[src/rtl/multicycle_controller_pkg.sv]
// Shared encodings for the multicycle RV32I controller: FSM states, opcodes,
// datapath mux selects and ALU operation codes.
package multicycle_controller_pkg;

    typedef enum logic [3:0] {
        S_FETCH    = 4'd0,
        S_DECODE   = 4'd1,
        S_MEMADR   = 4'd2,
        S_MEMREAD  = 4'd3,
        S_MEMWB    = 4'd4,
        S_MEMWRITE = 4'd5,
        S_EXECR    = 4'd6,
        S_EXECI    = 4'd7,
        S_ALUWB    = 4'd8,
        S_JAL      = 4'd9,
        S_BEQ      = 4'd10
    } state_t;

    localparam logic [6:0] OP_LW  = 7'b0000011;
    localparam logic [6:0] OP_SW  = 7'b0100011;
    localparam logic [6:0] OP_R   = 7'b0110011;
    localparam logic [6:0] OP_I   = 7'b0010011;
    localparam logic [6:0] OP_JAL = 7'b1101111;
    localparam logic [6:0] OP_BR  = 7'b1100011;

    localparam logic [1:0] RES_ALUOUT    = 2'b00;
    localparam logic [1:0] RES_DATA      = 2'b01;
    localparam logic [1:0] RES_ALURESULT = 2'b10;

    localparam logic [1:0] SRCA_PC    = 2'b00;
    localparam logic [1:0] SRCA_OLDPC = 2'b01;
    localparam logic [1:0] SRCA_RS1   = 2'b10;

    localparam logic [1:0] SRCB_RS2  = 2'b00;
    localparam logic [1:0] SRCB_IMM  = 2'b01;
    localparam logic [1:0] SRCB_FOUR = 2'b10;

    localparam logic [1:0] IMM_I = 2'b00;
    localparam logic [1:0] IMM_S = 2'b01;
    localparam logic [1:0] IMM_B = 2'b10;
    localparam logic [1:0] IMM_J = 2'b11;

    localparam logic [1:0] ALUOP_ADD   = 2'b00;
    localparam logic [1:0] ALUOP_SUB   = 2'b01;
    localparam logic [1:0] ALUOP_FUNCT = 2'b10;

    localparam logic [2:0] ALU_ADD = 3'b000;
    localparam logic [2:0] ALU_SUB = 3'b001;
    localparam logic [2:0] ALU_AND = 3'b010;
    localparam logic [2:0] ALU_OR  = 3'b011;
    localparam logic [2:0] ALU_SLT = 3'b101;

    // Immediate format is a pure function of the opcode, independent of state.
    function automatic logic [1:0] imm_decode(input logic [6:0] op);
        logic [1:0] imm;
        case (op)
            OP_SW:   imm = IMM_S;
            OP_BR:   imm = IMM_B;
            OP_JAL:  imm = IMM_J;
            default: imm = IMM_I;
        endcase
        return imm;
    endfunction

endpackage

[src/rtl/multicycle_controller_alu_ctrl.sv]
// Combinational ALU-control sub-decoder: maps the FSM's coarse aluop plus
// instruction function fields to the ALU operation.
module multicycle_alu_ctrl
    import multicycle_controller_pkg::*;
(
    input  logic [1:0] aluop,
    input  logic [2:0] funct3,
    input  logic       op5,
    input  logic       funct7,
    output logic [2:0] alucontrol
);

    // Subtract only for R-type (op5=1) with funct7 set; addi ignores funct7.
    always_comb begin
        alucontrol = ALU_ADD;
        case (aluop)
            ALUOP_ADD: alucontrol = ALU_ADD;
            ALUOP_SUB: alucontrol = ALU_SUB;
            ALUOP_FUNCT: begin
                case (funct3)
                    3'b000: begin
                        if (op5 & funct7) alucontrol = ALU_SUB;
                        else              alucontrol = ALU_ADD;
                    end
                    3'b010:  alucontrol = ALU_SLT;
                    3'b110:  alucontrol = ALU_OR;
                    3'b111:  alucontrol = ALU_AND;
                    default: alucontrol = ALU_ADD;
                endcase
            end
            default: alucontrol = ALU_ADD;
        endcase
    end

endmodule

[src/rtl/multicycle_controller.sv]
// Moore sequencing FSM for a multicycle RV32I datapath with a shared memory
// port and shared ALU; emits per-cycle enables, mux selects and ALU control.
module multicycle_controller
    import multicycle_controller_pkg::*;
#(
    parameter int USE_MEM_READY = 1,
    parameter int STATE_W       = 4
) (
    input  logic               clk,
    input  logic               reset,
    input  logic [6:0]         op,
    input  logic [2:0]         funct3,
    input  logic               funct7,
    input  logic               zero,
    input  logic               mem_ready,
    output logic               pcwrite,
    output logic               adrsrc,
    output logic               irwrite,
    output logic               memwrite,
    output logic               regwrite,
    output logic [1:0]         resultsrc,
    output logic [1:0]         alusrca,
    output logic [1:0]         alusrcb,
    output logic [1:0]         immsrc,
    output logic [2:0]         alucontrol,
    output logic               instr_done,
    output logic               illegal_op,
    output logic [STATE_W-1:0] dbg_state
);

    state_t     state_r;
    state_t     next_s;
    logic       mem_ok_s;
    logic [1:0] aluop_s;
    logic       pcupdate_s;
    logic       branch_s;
    logic       irwrite_s;
    logic       memwrite_s;
    logic       regwrite_s;
    logic       done_s;
    logic       illegal_s;

    assign mem_ok_s = (USE_MEM_READY != 0) ? mem_ready : 1'b1;

    // State register; reset returns to FETCH from any state, even mid-wait.
    always_ff @(posedge clk or posedge reset) begin
        if (reset) state_r <= S_FETCH;
        else       state_r <= next_s;
    end

    // Next-state and Moore output decode; every output defaults to 0.
    always_comb begin
        next_s     = S_FETCH;
        adrsrc     = 1'b0;
        resultsrc  = RES_ALUOUT;
        alusrca    = SRCA_PC;
        alusrcb    = SRCB_RS2;
        aluop_s    = ALUOP_ADD;
        pcupdate_s = 1'b0;
        branch_s   = 1'b0;
        irwrite_s  = 1'b0;
        memwrite_s = 1'b0;
        regwrite_s = 1'b0;
        done_s     = 1'b0;
        illegal_s  = 1'b0;
        case (state_r)
            S_FETCH: begin
                alusrcb    = SRCB_FOUR;
                resultsrc  = RES_ALURESULT;
                irwrite_s  = mem_ok_s;
                pcupdate_s = mem_ok_s;
                if (mem_ok_s) next_s = S_DECODE;
                else          next_s = S_FETCH;
            end
            S_DECODE: begin
                alusrca = SRCA_OLDPC;
                alusrcb = SRCB_IMM;
                case (op)
                    OP_LW, OP_SW: next_s = S_MEMADR;
                    OP_R:         next_s = S_EXECR;
                    OP_I:         next_s = S_EXECI;
                    OP_JAL:       next_s = S_JAL;
                    OP_BR:        next_s = S_BEQ;
                    default: begin
                        next_s    = S_FETCH;
                        illegal_s = 1'b1;
                        done_s    = 1'b1;
                    end
                endcase
            end
            S_MEMADR: begin
                alusrca = SRCA_RS1;
                alusrcb = SRCB_IMM;
                if (op == OP_LW) next_s = S_MEMREAD;
                else             next_s = S_MEMWRITE;
            end
            S_MEMREAD: begin
                adrsrc = 1'b1;
                if (mem_ok_s) next_s = S_MEMWB;
                else          next_s = S_MEMREAD;
            end
            S_MEMWRITE: begin
                adrsrc     = 1'b1;
                memwrite_s = mem_ok_s;
                done_s     = mem_ok_s;
                if (mem_ok_s) next_s = S_FETCH;
                else          next_s = S_MEMWRITE;
            end
            S_MEMWB: begin
                resultsrc  = RES_DATA;
                regwrite_s = 1'b1;
                done_s     = 1'b1;
                next_s     = S_FETCH;
            end
            S_EXECR: begin
                alusrca = SRCA_RS1;
                aluop_s = ALUOP_FUNCT;
                next_s  = S_ALUWB;
            end
            S_EXECI: begin
                alusrca = SRCA_RS1;
                alusrcb = SRCB_IMM;
                aluop_s = ALUOP_FUNCT;
                next_s  = S_ALUWB;
            end
            S_ALUWB: begin
                regwrite_s = 1'b1;
                done_s     = 1'b1;
                next_s     = S_FETCH;
            end
            S_JAL: begin
                alusrca    = SRCA_OLDPC;
                alusrcb    = SRCB_FOUR;
                pcupdate_s = 1'b1;
                next_s     = S_ALUWB;
            end
            S_BEQ: begin
                alusrca  = SRCA_RS1;
                aluop_s  = ALUOP_SUB;
                branch_s = 1'b1;
                done_s   = 1'b1;
                next_s   = S_FETCH;
            end
            default: next_s = S_FETCH;
        endcase
    end

    multicycle_alu_ctrl u_alu_ctrl (
        .aluop      (aluop_s),
        .funct3     (funct3),
        .op5        (op[5]),
        .funct7     (funct7),
        .alucontrol (alucontrol)
    );

    // funct3[0] inverts the zero test, turning beq into bne.
    assign pcwrite    = ~reset & (pcupdate_s | (branch_s & (zero ^ funct3[0])));
    assign irwrite    = ~reset & irwrite_s;
    assign memwrite   = ~reset & memwrite_s;
    assign regwrite   = ~reset & regwrite_s;
    assign instr_done = ~reset & done_s;
    assign illegal_op = ~reset & illegal_s;
    assign immsrc     = imm_decode(op);
    assign dbg_state  = STATE_W'(state_r);

endmodule

[config.mk]
export PLATFORM = sky130hd
export DESIGN_NAME = multicycle_controller
export DESIGN_NICKNAME = d
export VERILOG_FILES = /design/src/rtl/multicycle_controller_pkg.sv /design/src/rtl/multicycle_controller_alu_ctrl.sv /design/src/rtl/multicycle_controller.sv
export SDC_FILE = /design/constraint.sdc
export NUM_CORES = 1
export LEC_CHECK = 0
export ABC_AREA = 1
export CAP_MARGIN = 10
export CORE_UTILIZATION = 37
export CTS_BUF_LIST = sky130_fd_sc_hd__clkbuf_8 sky130_fd_sc_hd__clkbuf_16
export CTS_CLUSTER_SIZE = 25
export DETAILED_ROUTE_END_ITERATION = 10
export GPL_ROUTABILITY_DRIVEN = 0
export MAX_ROUTING_LAYER = met4
export PLACE_DENSITY = 0.78
export SYNTH_ARGS = -nofsm -noshare
export SYNTH_HDL_FRONTEND = slang
export SYNTH_HIERARCHICAL = 1
export SYNTH_SLANG_ARGS = --single-unit
[constraint.sdc]
create_clock -name clk -period 2.23 [get_ports clk]
set_input_delay 0.446 -clock clk [delete_from_list [all_inputs] [get_ports clk]]
set_output_delay 0.446 -clock clk [all_outputs]
set_load 0.02 [all_outputs]
# After elaboration in Yosys (flattened, before gate mapping)
# Cells that the tools add are included.
[word_totals]
regBits = 4
in_bits = 15
output_inout_bits = 22
word_cells = 69
[classes]
n_eq_ne = 21
mux = 23
bitwise_logic = 11
reduce_logical = 13
[op_table]
columns = ["op", "count"]
rows = [
  ["$pmux 4 s6", 1],
  ["$pmux 4 s5", 1],
  ["$eq 4x3->1 const B", 4],
  ["$pmux 2 s2", 4],
  ["$eq 7x6->1 const B", 2],
  ["$eq 7x7->1 const B", 2],
  ["$eq 4x4->1 const B", 3],
  ["$pmux 3 s4", 1],
  ["$reduce_or 2->1", 6],
  ["$mux 1", 9],
  ["$mux 3", 3],
  ["$reduce_or 3->1", 3],
  ["$and 1x1->1", 8],
  ["$eq 4x2->1 const B", 2],
  ["$eq 7x2->1 const B", 1],
  ["$eq 7x5->1 const B", 1],
  ["$eq 3x3->1 const B", 2],
  ["$pmux 2 s3", 1],
  ["$pmux 3 s2", 1],
  ["$reduce_or 6->1", 1],
  ["$eq 4x1->1 const B", 1],
  ["$logic_not 4->1", 1],
  ["$reduce_or 4->1", 1],
  ["$eq 3x2->1 const B", 1],
  ["other kinds (8)", 8],
]

# Longest topological paths before layout
[depth]
depth_word = 5
ltp_mapped = 9
ltp_nobuf = 9

# By module
# Netlist, hierarchy kept.
[by_module_without_submodules]
columns = ["mod", "n_inst", "cells_each", "area_per_inst_um2", "seq_area_each_um2"]
rows = [
  ["multicycle_controller", 1, 100, 560.5, 100.1],
  ["multicycle_alu_ctrl", 1, 17, 91.3, 0.0],
]

# Worst setup path after synthesis
# No wires, ideal clock.
[synth_path]
path_kind = "reg-to-output"
start = "register state_r[0], in the netlist dbg_state[0]"
end = "output port alucontrol[2]"
arrival_time_ns = 1.680
required_time_ns = 1.784
slack_ns = 0.104
path_stages_with_launch = 9
path_buffers = 0
cell_sequence = "dfrtp_1 inv_2 nand2_2 nor2_2 inv_1 ha_1 inv_1 nand4_1 nor2_1"
[synth_between]
elab_chain_len = 5
elab_cells_between_ends = 8
classes_between = "eq/ne: 5; mux: 2; reduce/logical: 1"
[synth_rtl]
columns = ["element", "line_no", "rtl"]
rows = [
  ["start: declaration", "multicycle_controller.sv:31", "state_t state_r;"],
  ["start signal: assignment", "multicycle_controller.sv:48", "else state_r <= next_s;"],
  ["$eq 4x3->1", "multicycle_controller.sv:66", "case (state_r)"],
  ["$reduce_or 2->1 (no line)", "-", ""],
  ["$pmux 2 s2 (*)", "multicycle_controller.sv:66", ""],
  ["net aluop_s[0]", "multicycle_controller.sv:34", "logic [1:0] aluop_s;"],
  ["$eq 2x2->1 or $eq 2x1->1 (tied branches)", "multicycle_controller_alu_ctrl.sv:16", "case (aluop)"],
  ["$pmux 3 s2 (*)", "multicycle_controller_alu_ctrl.sv:16", ""],
  ["end: declaration", "multicycle_controller.sv:25", "output logic [2:0] alucontrol,"],
]
# The timed path passes the listed nets; every way through them passes the cells marked *.

# Worst setup path in the final report
[layout_path]
start = "register state_r[2], in the netlist dbg_state[2]"
end = "output port alucontrol[2]"
# Same word-level chain as after synthesis.

==> metrics.md <==
| Metric | Value |
|---|---|
| Status | complete, but fails checks |
| Failing checks | DRC |
| Initial core utilization | 0.4135 |
| Most frequent cells in the layout | nand2_1 (29), buf_4 (29), inv_1 (20), clkdlybuf4s50_1 (20), nor2_1 (12) |
| Crit path kind | reg2out |
| Reg clk slew, reported paths | approximately 0.030 ns |
| # diodes | 0 |
| Net Switching | around 0.00013 W |
| Area Growth Syn to Fin | 95.78% |
| Worst vdd ir | 0.0003145 V |
| Die ar. | between 1500 and 2000 um2 |
| Slew HR | 0.8459 |
| WL/cell | ~11 um |
| Sequential fraction of design power | 0.192 |
| Post-CTS Setup Bufs | 0 |
| Total power draw | 0.0004102 W |
| Register area share after synthesis | 0.1536 |
| PortBufs | 36 |
| Logic pwr share | 0.437 |
| Syn Inst Count | approximately 120 |
| Synth top area share | 0.1727 |
| Post-Syn Area | 651.9 um2 |
| Syn Area/Cell | about 5.6 um2 |
| Power density cells | roughly 320 nW/um2 |
| Worst slew pin tran | roughly 0.23 ns |
| WP data arrival | about 1.7 ns |
| H-Tree Depth | 1 |
| Final net count | 202 |
| Root Buffer | clkbuf_8 |
| Reg2Reg Depth | 7 |
| R2R setup slack | approximately 0.93 ns |
| Reg-to-reg critical path endpoint | dbg_state[0] |
| Die width | 43.98 um |
| Row count | 14 |
| Startpoint types | flop |
| Clock power share | 0.371 |
| Vias/cell | ~4.8 |
| Clock tree from TritonCTS | yes |
| Total grt overflow | 0 |
| Clock sinks | 4 |
| Reg2reg start | dbg_state[2] |
| Routed WL | roughly 2300 um |
| Number of global-route vias before repair | about 910 |
| HP Class | in2async |
| Post-DP HPWL | between 1500 and 2000 um |
| Drt drc | 1 |
| TritonRoute pass-1 iters | 7 |
| # setup viols final | 0 |
| Worst Setup EP | alucontrol[2] |
| Pleak | 0.7530 nW |
| Num ports | 37 |
| Final count of hold timing violations | 0 |
| Die H | 43.98 um |
| First-pass GRT wire length | 3574 um |
| Fin. max-slew vios | 0 |
| Fin crit period | around 2.1 ns |
| Critical Path Sink Type | primary output |
| CTS Hold Buffers Added | 0 |
| Power Internal | 0.0002775 W |
| Largest net degree at the start of global routing | 8 |
| Initial DRC count | 27 |
| Clk buf depth | 2 |
| Placed inst area | between 1000 and 1500 um2 |
| Hold_ws | about 0.64 ns |
| Via count | between 900 and 1000 |
| Flops & latches, synth | 4 |
| Final Skew | 0.004015 ns |
| Post-DRT Antenna Nets | 0 |
| Distinct cells, synth | 20 |
| Maximum clock rate | 466.5 MHz |
| Setup crit start | dbg_state[2] |
| Finished layout cell area | 1276 um2 |
| Multi-input gate area | 474.2 um2 |
| Share of cells above drive strength 1 | 0.3607 |
| Max-cap viol count | 0 |
| Biggest area consumer among synthesized cells | nand2_1 |
| CTS Buf Count | 3 |
| Cells taking the most area after synthesis | nand2_1 (17%), dfrtp_1 (15%), inv_1 (12%) |
| Net Sw Frac | 0.3236 |
| Yosys warnings | 6 |
| Max FO, Critical Path | 3 |
| Max FFs per register | 4 |
| Worst-skew pair later-pin latency | ~0.22 ns |
| Initial antenna violation count | 0 |
| Core ar. | approximately 1600 um2 |
| RSZ-0062 raised after global routing | false |
| FILL cells | between 100 and 150 |
| Overall routing resource usage | 0.2623 |
| Period utilization | 0.9614 |
| Reg area | 101.3 um2 |
| Syn_nets | ~130 |
| CP required | between 1.5 and 2 ns |
## through the flow
step	instances	utilization	setup slack [ns]	TNS, ns
detailed placement	196	0.7810	-0.2894	-1.687
CTS	199	0.7929	0.002376	0
global route	199	0.8095	0.01293	0
finish	199	0.8095	0.08615	0
global placement	196	0.7810	-0.2279	-1.325
floorplan	117	-	0.1039	0
## what timing repair did
item / in CTS / in global routing
endpoints found under the hold margin: 0 / 0
gates resized for setup: 27 / 20
endpoints found under the setup margin: 15 / 10
pin swaps: 0 / 3
## Yosys cell counts
library cell  number
or2_2              1
inv_2              6
a31o_1             1
nand2_2            5
nor2_1            14
nand3b_1           1
nand2_4            1
inv_1             21
nor2_4             3
nand4_1            5
ha_1               2
and3_1             1
nand3_1           11
a21oi_1            2
o21ai_0            2
dfrtp_1            4
nor2_2             5
buf_6              1
o22ai_1            1
nand2_1           30
## worst min path at each step
stage	start	endpoint	slack, ns	cells past startpoint
detailed placement	dbg_state[0]	dbg_state[2]	0.80	4
finish	reset	dbg_state[3]	0.64	3
CTS	reset	dbg_state[3]	0.63	3
global route	reset	dbg_state[3]	0.66	3
floorplan	reset	dbg_state[0]	0.23	1
global placement	dbg_state[0]	dbg_state[2]	0.79	6
## area by class of cell
type	count	area share
timing repair buffer	64	0.4216
multi-input combinational	85	0.3716
sequential	4	0.07941
inverter	27	0.07941
clock buffer	3	0.03235
tap	16	0.01569
## logic make-up after synthesis
kind of cell,after synthesis,share of synthesized area
simple gates,77,0.5816
buf+inv,28,0.1727
compound gates,6,0.05375
flops,4,0.1536
fa+ha+maj,2,0.03838
## metal layers
metal	up-vias	routed length, um	track usage
li1	494	-	-
met1	417	914	0.2753
met2	38	1185	0.4746
met3	8	125	0.06250
met4	0	44	0.09091
met5	-	0	-
## critical path, stage by stage (launching register included)
cell	delay, ns
dfrtp_2	0.43
inv_2	0.08
nand2_2	0.07
nor2_4	0.11
inv_2	0.06
ha_4	0.24
inv_1	0.06
nand4_1	0.14
nor2_1	0.13
buf_4	0.15
## power by group through the flow
stage,Combinational (W),Clock [W],Sequential [W]
floorplan,0.0000717,0,0.0000854
global placement,0.000183,0,0.0000791
detailed placement,0.000188,0,0.0000793
CTS,0.000179,0.000155,0.0000787
global route,0.000194,0.000162,0.0000792
finish,0.000179,0.000152,0.0000787
Note: power is estimated with default switching activity, not from simulation.
